$ cat src/rtl/alu_mul_seq_pkg.sv
// alu_mul_seq shared constants: FSM states, ALU op codes, add carry helper.
// Optional feature macro: MUL_EARLY_TERM_EN (see alu_mul_seq.sv).
package alu_mul_seq_pkg;

  localparam logic [1:0] ST_IDLE = 2'd0;
  localparam logic [1:0] ST_ITER = 2'd1;
  localparam logic [1:0] ST_DONE = 2'd2;

  localparam logic [2:0] ALU_AND = 3'b000;
  localparam logic [2:0] ALU_OR  = 3'b001;
  localparam logic [2:0] ALU_ADD = 3'b010;
  localparam logic [2:0] ALU_SUB = 3'b110;
  localparam logic [2:0] ALU_SLT = 3'b111;

  // Carry out of an add, rebuilt from the operand and sum MSBs
  // because the shared ALU exposes no carry flag.
  function automatic logic add_carry(
    input logic a_msb,
    input logic b_msb,
    input logic z_msb
  );
    return (a_msb & b_msb) | ((a_msb | b_msb) & ~z_msb);
  endfunction

endpackage

$ cat src/rtl/alu_port_mux.sv
// alu_port_mux: selects who drives the shared ALU ports.
// own_i=1 gives the ports to the multiply sequencer.
module alu_port_mux
  import alu_mul_seq_pkg::*;
#(
  parameter int WIDTH = 32
) (
  input  logic             own_i,
  input  logic [WIDTH-1:0] seq_a,
  input  logic [WIDTH-1:0] seq_b,
  input  logic [2:0]       seq_op,
  input  logic [WIDTH-1:0] dp_a,
  input  logic [WIDTH-1:0] dp_b,
  input  logic [2:0]       dp_op,
  output logic [WIDTH-1:0] alu_a,
  output logic [WIDTH-1:0] alu_b,
  output logic [2:0]       alu_op
);

  // Pure combinational 2:1 select of the {a,b,op} bundle
  always_comb begin
    alu_a  = dp_a;
    alu_b  = dp_b;
    alu_op = dp_op;
    if (own_i) begin
      alu_a  = seq_a;
      alu_b  = seq_b;
      alu_op = seq_op;
    end
  end

endmodule

$ cat src/rtl/alu_mul_seq.sv
// alu_mul_seq: shift-add 32x32->64 multiplier borrowing the EX ALU.
// Define MUL_EARLY_TERM_EN to stop once the remaining multiplier bits are 0.
module alu_mul_seq
  import alu_mul_seq_pkg::*;
#(
  parameter int WIDTH = 32,
  parameter int CNT_W = 5
) (
  input  logic             clk,
  input  logic             rst_n,
  input  logic             req_valid,
  output logic             req_ready,
  input  logic [WIDTH-1:0] req_mcand,
  input  logic [WIDTH-1:0] req_mplier,
  output logic             rsp_valid,
  input  logic             rsp_ready,
  output logic [WIDTH-1:0] rsp_hi,
  output logic [WIDTH-1:0] rsp_lo,
  input  logic [WIDTH-1:0] dp_a,
  input  logic [WIDTH-1:0] dp_b,
  input  logic [2:0]       dp_op,
  output logic [WIDTH-1:0] alu_a,
  output logic [WIDTH-1:0] alu_b,
  output logic [2:0]       alu_op,
  input  logic [WIDTH-1:0] alu_z,
  output logic             dp_stall
);

  logic [1:0]       state_q, state_d;
  logic [WIDTH-1:0] hi_q, hi_d;
  logic [WIDTH-1:0] lo_q, lo_d;
  logic [WIDTH-1:0] mcand_q, mcand_d;
  logic [CNT_W-1:0] cnt_q, cnt_d;

  logic             own;
  logic             carry;
  logic [WIDTH-1:0] step_hi, step_lo;
  logic [WIDTH-1:0] fin_hi, fin_lo;
  logic             finish;

  assign own       = (state_q == ST_ITER);
  assign req_ready = (state_q == ST_IDLE);
  assign rsp_valid = (state_q == ST_DONE);
  assign rsp_hi    = hi_q;
  assign rsp_lo    = lo_q;
  assign dp_stall  = own;

  alu_port_mux #(
    .WIDTH (WIDTH)
  ) u_mux (
    .own_i  (own),
    .seq_a  (hi_q),
    .seq_b  (mcand_q),
    .seq_op (ALU_ADD),
    .dp_a   (dp_a),
    .dp_b   (dp_b),
    .dp_op  (dp_op),
    .alu_a  (alu_a),
    .alu_b  (alu_b),
    .alu_op (alu_op)
  );

  // One shift-add step: add mcand into hi when lo[0], then shift {hi,lo} right
  always_comb begin
    carry = add_carry(hi_q[WIDTH-1], mcand_q[WIDTH-1], alu_z[WIDTH-1]);
    if (lo_q[0]) begin
      step_hi = {carry, alu_z[WIDTH-1:1]};
      step_lo = {alu_z[0], lo_q[WIDTH-1:1]};
    end else begin
      step_hi = {1'b0, hi_q[WIDTH-1:1]};
      step_lo = {hi_q[0], lo_q[WIDTH-1:1]};
    end
  end

`ifdef MUL_EARLY_TERM_EN
  logic [WIDTH-1:0] rest_mask;
  logic [WIDTH-1:0] rest_bits;
  logic [CNT_W-1:0] fin_sh;

  // Once no set multiplier bit remains above the current one, the
  // remaining steps are pure shifts: fold them into one final shift.
  always_comb begin
    rest_mask = {WIDTH{1'b1}} >> cnt_q;
    rest_bits = lo_q & rest_mask & ~WIDTH'(1);
    fin_sh    = CNT_W'(WIDTH - 1) - cnt_q;
    finish    = (rest_bits == '0) ||
                (cnt_q == CNT_W'(WIDTH - 1));
    {fin_hi, fin_lo} = {step_hi, step_lo} >> fin_sh;
  end
`else
  // Fixed schedule: done after the last counted iteration
  always_comb begin
    finish = (cnt_q == CNT_W'(WIDTH - 1));
    fin_hi = step_hi;
    fin_lo = step_lo;
  end
`endif

  // FSM and datapath register next-state
  always_comb begin
    state_d = state_q;
    hi_d    = hi_q;
    lo_d    = lo_q;
    mcand_d = mcand_q;
    cnt_d   = cnt_q;
    case (state_q)
      ST_IDLE: begin
        if (req_valid) begin
          mcand_d = req_mcand;
          lo_d    = req_mplier;
          hi_d    = '0;
          cnt_d   = '0;
          state_d = ST_ITER;
        end
      end
      ST_ITER: begin
        hi_d  = fin_hi;
        lo_d  = fin_lo;
        cnt_d = finish ? '0 : cnt_q + 1'b1;
        if (finish) begin
          state_d = ST_DONE;
        end
      end
      ST_DONE: begin
        if (rsp_ready) begin
          state_d = ST_IDLE;
        end
      end
      default: begin
        state_d = ST_IDLE;
      end
    endcase
  end

  // State and product registers, async reset aborts any multiply
  always_ff @(posedge clk or negedge rst_n) begin
    if (!rst_n) begin
      state_q <= ST_IDLE;
      hi_q    <= '0;
      lo_q    <= '0;
      mcand_q <= '0;
      cnt_q   <= '0;
    end else begin
      state_q <= state_d;
      hi_q    <= hi_d;
      lo_q    <= lo_d;
      mcand_q <= mcand_d;
      cnt_q   <= cnt_d;
    end
  end

endmodule

$ cat config.mk
export PLATFORM = sky130hd
export DESIGN_NAME = alu_mul_seq
export DESIGN_NICKNAME = d
export VERILOG_FILES = /design/src/rtl/alu_mul_seq_pkg.sv /design/src/rtl/alu_port_mux.sv /design/src/rtl/alu_mul_seq.sv
export SDC_FILE = /design/constraint.sdc
export NUM_CORES = 1
export LEC_CHECK = 0
export ABC_CLOCK_PERIOD_IN_PS = 1630
export BUFFER_PORTS_ARGS = -buffer_cell sky130_fd_sc_hd__clkbuf_2
export CAP_MARGIN = 0
export CORE_ASPECT_RATIO = 1.5
export CORE_MARGIN = 2
export CORE_UTILIZATION = 32
export DETAILED_ROUTE_END_ITERATION = 12
export PLACE_DENSITY = 0.7
export REMOVE_ABC_BUFFERS = 1
export SETUP_SLACK_MARGIN = 0.1
export SLEW_MARGIN = 20
export SYNTH_ARGS = -nofsm -noshare
export SYNTH_HDL_FRONTEND = slang
export SYNTH_SLANG_ARGS = --single-unit
export TNS_END_PERCENT = 10
$ cat constraint.sdc
create_clock -name clk -period 1.63 [get_ports clk]
set_input_delay 0.0815 -clock clk [delete_from_list [all_inputs] [get_ports clk]]
set_output_delay 0.0815 -clock clk [all_outputs]
set_load 0.02 [all_outputs]
# Yosys cells after proc, flatten, opt, wreduce, memory -nomap -nowiden
# Cells that the tools add are included.
[totals]
reg_bits = 103
in_bits = 167
output_inout_bits = 134
[op_classes]
add_sub_neg = 1
eq_ne = 6
mux = 16
n_bitwise = 5
reduce_logical = 5
[ops]
columns = ["cell", "n"]
rows = [
  ["32-bit 2-to-1 mux", 6],
  ["32-bit one-hot mux with 2 select lines", 2],
  ["5-bit 2-to-1 mux", 2],
  ["5-bit one-hot mux with 2 select lines", 1],
  ["2-bit 2-to-1 mux", 3],
  ["2-bit one-hot mux with 3 select lines", 1],
  ["5-bit by 1-bit adder with 5-bit output (second input constant)", 1],
  ["5-bit == test (second input constant)", 1],
  ["2-bit by 1-bit != test with 1-bit output (second input constant)", 2],
  ["2-bit AND reduction", 2],
  ["3-bit 2-to-1 mux", 1],
  ["3-bit AND reduction", 1],
  ["1-bit AND", 2],
  ["2-bit by 1-bit == test with 1-bit output (second input constant)", 1],
  ["2-bit == test (second input constant)", 1],
  ["2-bit zero test", 1],
  ["2-bit != test (second input constant)", 1],
  ["1-bit OR", 2],
  ["2-bit nonzero test", 1],
  ["1-bit inverter", 1],
]

# Logic depth before layout (Yosys ltp)
[depth]
word_depth = 5
mapped_depth = 8
depth_no_buf = 6

# Modules after synthesis
# Synthesis repeated with hierarchy kept, for this count alone.
[unflattened]
hier_cells = 464
area_unflattened_um2 = 5532.8
[modules_own_cells]
columns = ["mod", "n_inst", "cells_per_inst", "area_per_inst_um2"]
rows = [
  ["alu_mul_seq", 1, 390, 4609.4],
  ["alu_port_mux", 1, 74, 923.4],
]

# Worst setup path after synthesis
# No wires, ideal clock.
[synth_timing]
kind = "reg-to-output"
start = "register state_q[1]"
end = "output alu_b[10]"
arrival_ps = 1441
required_time_ps = 1548
setup_slack_ps = 107
stages_incl_launch_ff = 9
n_path_buf = 4
cell_sequence = "dfrtp_1 nand2b_1 buf_4 inv_2 buf_6 buf_8 buf_4 nand2_1 nand2_1"
[synth_via]
elab_chain_cells = 2
[synth_lines]
columns = ["item", "line_no", "rtl"]
rows = [
  ["from (decl)", "alu_mul_seq.sv:29", "logic [1:0] state_q, state_d;"],
  ["from (signal assigned)", "alu_mul_seq.sv:144", "state_q <= state_d;"],
  ["2-bit by 1-bit == test with 1-bit output", "alu_mul_seq.sv:41", "assign own = (state_q == ST_ITER);"],
  ["named net dp_stall", "alu_mul_seq.sv:26", "output logic dp_stall"],
  ["32-bit 2-to-1 mux", "alu_port_mux.sv:25", "if (own_i) begin"],
  ["to (decl)", "alu_mul_seq.sv:23", "output logic [WIDTH-1:0] alu_b,"],
]
# The timed path passes the listed nets, and every way through them passes these cells.

# Worst setup path after layout
[layout_timing]
start = "register state_q[1]"
end = "output alu_b[27]"
[layout_via]
elab_chain_cells = 2
[layout_lines]
columns = ["item", "line_no"]
rows = [
  ["2-bit by 1-bit == test with 1-bit output", "alu_mul_seq.sv:41"],
  ["32-bit 2-to-1 mux", "alu_port_mux.sv:25"],
]
# No other way between the ends.

==> key figures <==
Outcome
  – Status: finished, violations left
  – Failing checks: setup timing

Place
  – Port-buffer cells: 300
  – Final RePlAce weighted congestion: 0.783
  – Detailed-placement wirelength estimate: 12.1 mm
  – Placed Instances: 1158
  – Place WS: 0.0149 ns

Floorplan
  – Die ar.: 17800 um2
  – I/O pin count: 301
  – Core area: 16300 um2
  – Chip height: 162 um
  – Die X-Extent: 110 um
  – Std-Cell Rows: 57
  – Initial Utilization: 0.329

Yosys
  – Mapped Area: 5350 um2
  – Seq/Total Area, Yosys: 0.482
  – Post-synth top flop: dfrtp_1
  – Largest area contributor in the netlist: dfrtp_1
  – Synth Register Bits: 103
  – Post-synth EDFFs: 0
  – Mapped Cells: 680
  – Most frequent cell after synthesis: nand2_1
  – Distinct cell type count of the synthesized netlist: 31
  – Synth cell count leaders: nand2_1 (339), dfrtp_1 (103), nand3_1 (69)
  – Synth area leaders: dfrtp_1 (48%), nand2_1 (24%), mux2i_1 (8.4%)
  – Post-synth top area share: 0.482
  – Syn avg cell area: 7.86 um2
  – Async set or reset register ratio after synthesis: 1.00
  – Yosys warns: 0

STA
  – Slew Viols, Final: 0
  – Worst slew margin: 0.612
  – Setup ws final: -0.0153 ns
  – Minimum clock period: 1.65 ns
  – Hold Fails Final Rpt: 0
  – Clock skew: 0.0106 ns
  – RSZ-0062 raised after global routing: yes
  – Setup TNS: -0.0365 ns
  – Fin crit share: 1.01
  – Slew @ Worst Pin: 0.581 ns
  – Setup Viol. Count Final: 6
  – Fmax: 0.608 GHz

Clock tree
  – Root buffer cell: clkbuf_16
  – TritonCTS Sinks: 103
  – H-tree levels: 3
  – CTS clock-pin slew for the worst setup and hold paths: 0.08 ns
  – Total CTS buffers: 9
  – Max Root-Sink Buffers: 2
  – CTS tree: built
  – Clock Latency Late Sink: 0.34 ns

Detailed routing
  – Vias per inst: 4.90
  – Antenna-violating nets left: 0
  – DR vias: 6085
  – 1st-iter DRT viols: 270
  – Detailed Routing Iterations Pass 1: 4
  – Wirelength per Cell: 15.8 um
  – DRC: 0
  – Final WL: 19.7 mm

Worst setup path
  – CP Data Arrival Time: 1.56 ns
  – Crit path kind: register to primary output
  – Worst Reg-to-Reg Cells: 7
  – Startpoint Class: register
  – Bufs and invs on worst path: 3
  – CP dominant cell by count: buf_12
  – CP Capture Type: primary output
  – Required @ worst endpoint: 1.55 ns
  – Setup crit start: state_q[1]$_DFFE_PN0P_
  – R2R setup slack: 0.10 ns
  – CP Capture Point: alu_b[27]
  – Crit-path cells: nand2b_4 -> buf_12 -> buf_12 -> nand2_1 -> nand2_2 -> buf_6
  – CP max stage cell: dfrtp_1
  – CP peak stage delay: 0.38 ns
  – Crit-path leading delay family: buffers and inverters
  – Worst r2r src: state_q[1]$_DFFE_PN0P_
  – Instance count on the critical path: 6
  – Crit Path Max Fanout: 8
  – Worst r2r dst: rsp_lo[28]$_DFFE_PN0P_

Power
  – VDD IR max: 1.10 mV
  – LEAKAGE: 4.82 nW
  – PwrDens: 2010 nW/um2

Global routing
  – Total track usage: 0.211
  – Vias in the first global route: 5953
  – First-pass GRT wire length: 29.5 mm
  – GRT overflow: 0
  – Largest net degree at the start of global routing: 104
  – Antenna violations before repair: 0

Final layout
  – Layout cells sized above 1: 0.428
  – Layout Nets: 1201
  – Fill cell total of the finished layout: 1409
  – Antenna cells: 0
  – Final std cells w/o fill: 1243
  – Synth-to-Final Area Change: 69.1%

Hold path
  – Min-Delay Path Class: primary input to register
  – Hold path depth: 3
  – Min-delay src: req_mplier[4]

Job
  – Max cap viols: 0
[kinds of logic (layout without fill, tap and decap cells)]
family / count (synthesis) / count (layout) / synth area share
AO/OA/AOI/OAI: 55 / 55 / 0.0566
adder cells (fa/ha/maj): 3 / 3 / 0.00655
buffers and inverters: 52 / 409 / 0.0503
flip-flops: 103 / 103 / 0.482
multiplexers: 45 / 45 / 0.0842
AND/OR/NAND/NOR: 422 / 422 / 0.320
[through the flow]
step	hold WS, ns	power, W	utilization	instance area [um2]
after floorplan	-0.214	0.0101	-	5090
after global placement	0.203	0.0133	0.439	7140
after detailed placement	0.205	0.0135	0.439	7140
after CTS	0.00151	0.0174	0.537	8730
after global routing	0.0210	0.0194	0.556	9040
final	0.00778	0.0182	0.556	9040
[sequential cells by signal (all words and copies together), names as in the netlist]
name / cells
cnt_q: 5
mcand_q: 32
rsp_lo: 32
rsp_hi: 32
state_q: 2
[final cells by class]
| cell class | count | area, um2 | area share |
|---|---|---|---|
| clock buffer | 12 | 246 | 0.0273 |
| clock inverter | 4 | 31.3 | 0.00346 |
| inverter | 3 | 23.8 | 0.00263 |
| multi-input combinational | 525 | 2840 | 0.314 |
| sequential | 103 | 2580 | 0.285 |
| tap | 206 | 258 | 0.0285 |
| timing repair buffer | 390 | 3060 | 0.338 |
[power by group]
group          switching (W)  total (W)  internal (W)
clock network       0.000969    0.00205       0.00108
registers            0.00117    0.00499       0.00382
logic                0.00622     0.0111       0.00490
[how the worst min path moves through the flow]
stage / to / slack (ns)
2_1_floorplan: cnt_q[0]$_DFFE_PN0P_ / -0.21
3_3_place_gp: rsp_lo[9]$_DFFE_PN0P_ / 0.20
3_5_place_dp: rsp_lo[9]$_DFFE_PN0P_ / 0.20
4_1_cts: rsp_lo[4]$_DFFE_PN0P_ / 0.002
5_1_grt: rsp_lo[8]$_DFFE_PN0P_ / 0.02
6_report: rsp_lo[4]$_DFFE_PN0P_ / 0.008
[layer usage]
| metal | track usage | wire length [um] | vias up |
|---|---|---|---|
| li1 | - | - | 2908 |
| met1 | 0.230 | 7100 | 2864 |
| met2 | 0.397 | 10600 | 259 |
| met3 | 0.0321 | 1160 | 54 |
| met4 | 0.0829 | 782 | 0 |
| met5 | 0 | 0 | - |
[layout by cell type, fill, tap and decap left out, types with 2 or more instances in the layout]
master / count
o21ai_1: 18
clkbuf_1: 2
buf_2: 5
dfrtp_1: 101
buf_6: 13
mux2i_1: 45
o21ai_0: 29
nand3_2: 4
a22o_1: 3
clkbuf_8: 22
ha_4: 2
buf_12: 8
nand2_1: 264
and2_4: 2
clkinvlp_4: 3
nand3_1: 65
clkbuf_2: 245
inv_1: 2
dlygate4sd3_1: 53
buf_16: 8
buf_8: 22
buf_4: 14
clkbuf_16: 10
nand2_4: 14
dfrtp_2: 2
nand2_2: 61
[worst min-delay path: cells and delay by family]
family / cells / cell delay (ns)
compound gates: 1 / 0.10
buf+inv: 1 / 0.07
mux: 1 / 0.05
[timing repair]
item                                   4_1_cts  5_1_grt
hold buffers                                53        0
gates resized for setup                    131      122
endpoints found under the hold margin      155        0
buffers inserted                             9        0
gates cloned                                 7        0
setup endpoints to repair                   70      156
pin swaps                                   40       20
(Power assumes the default switching activity.)
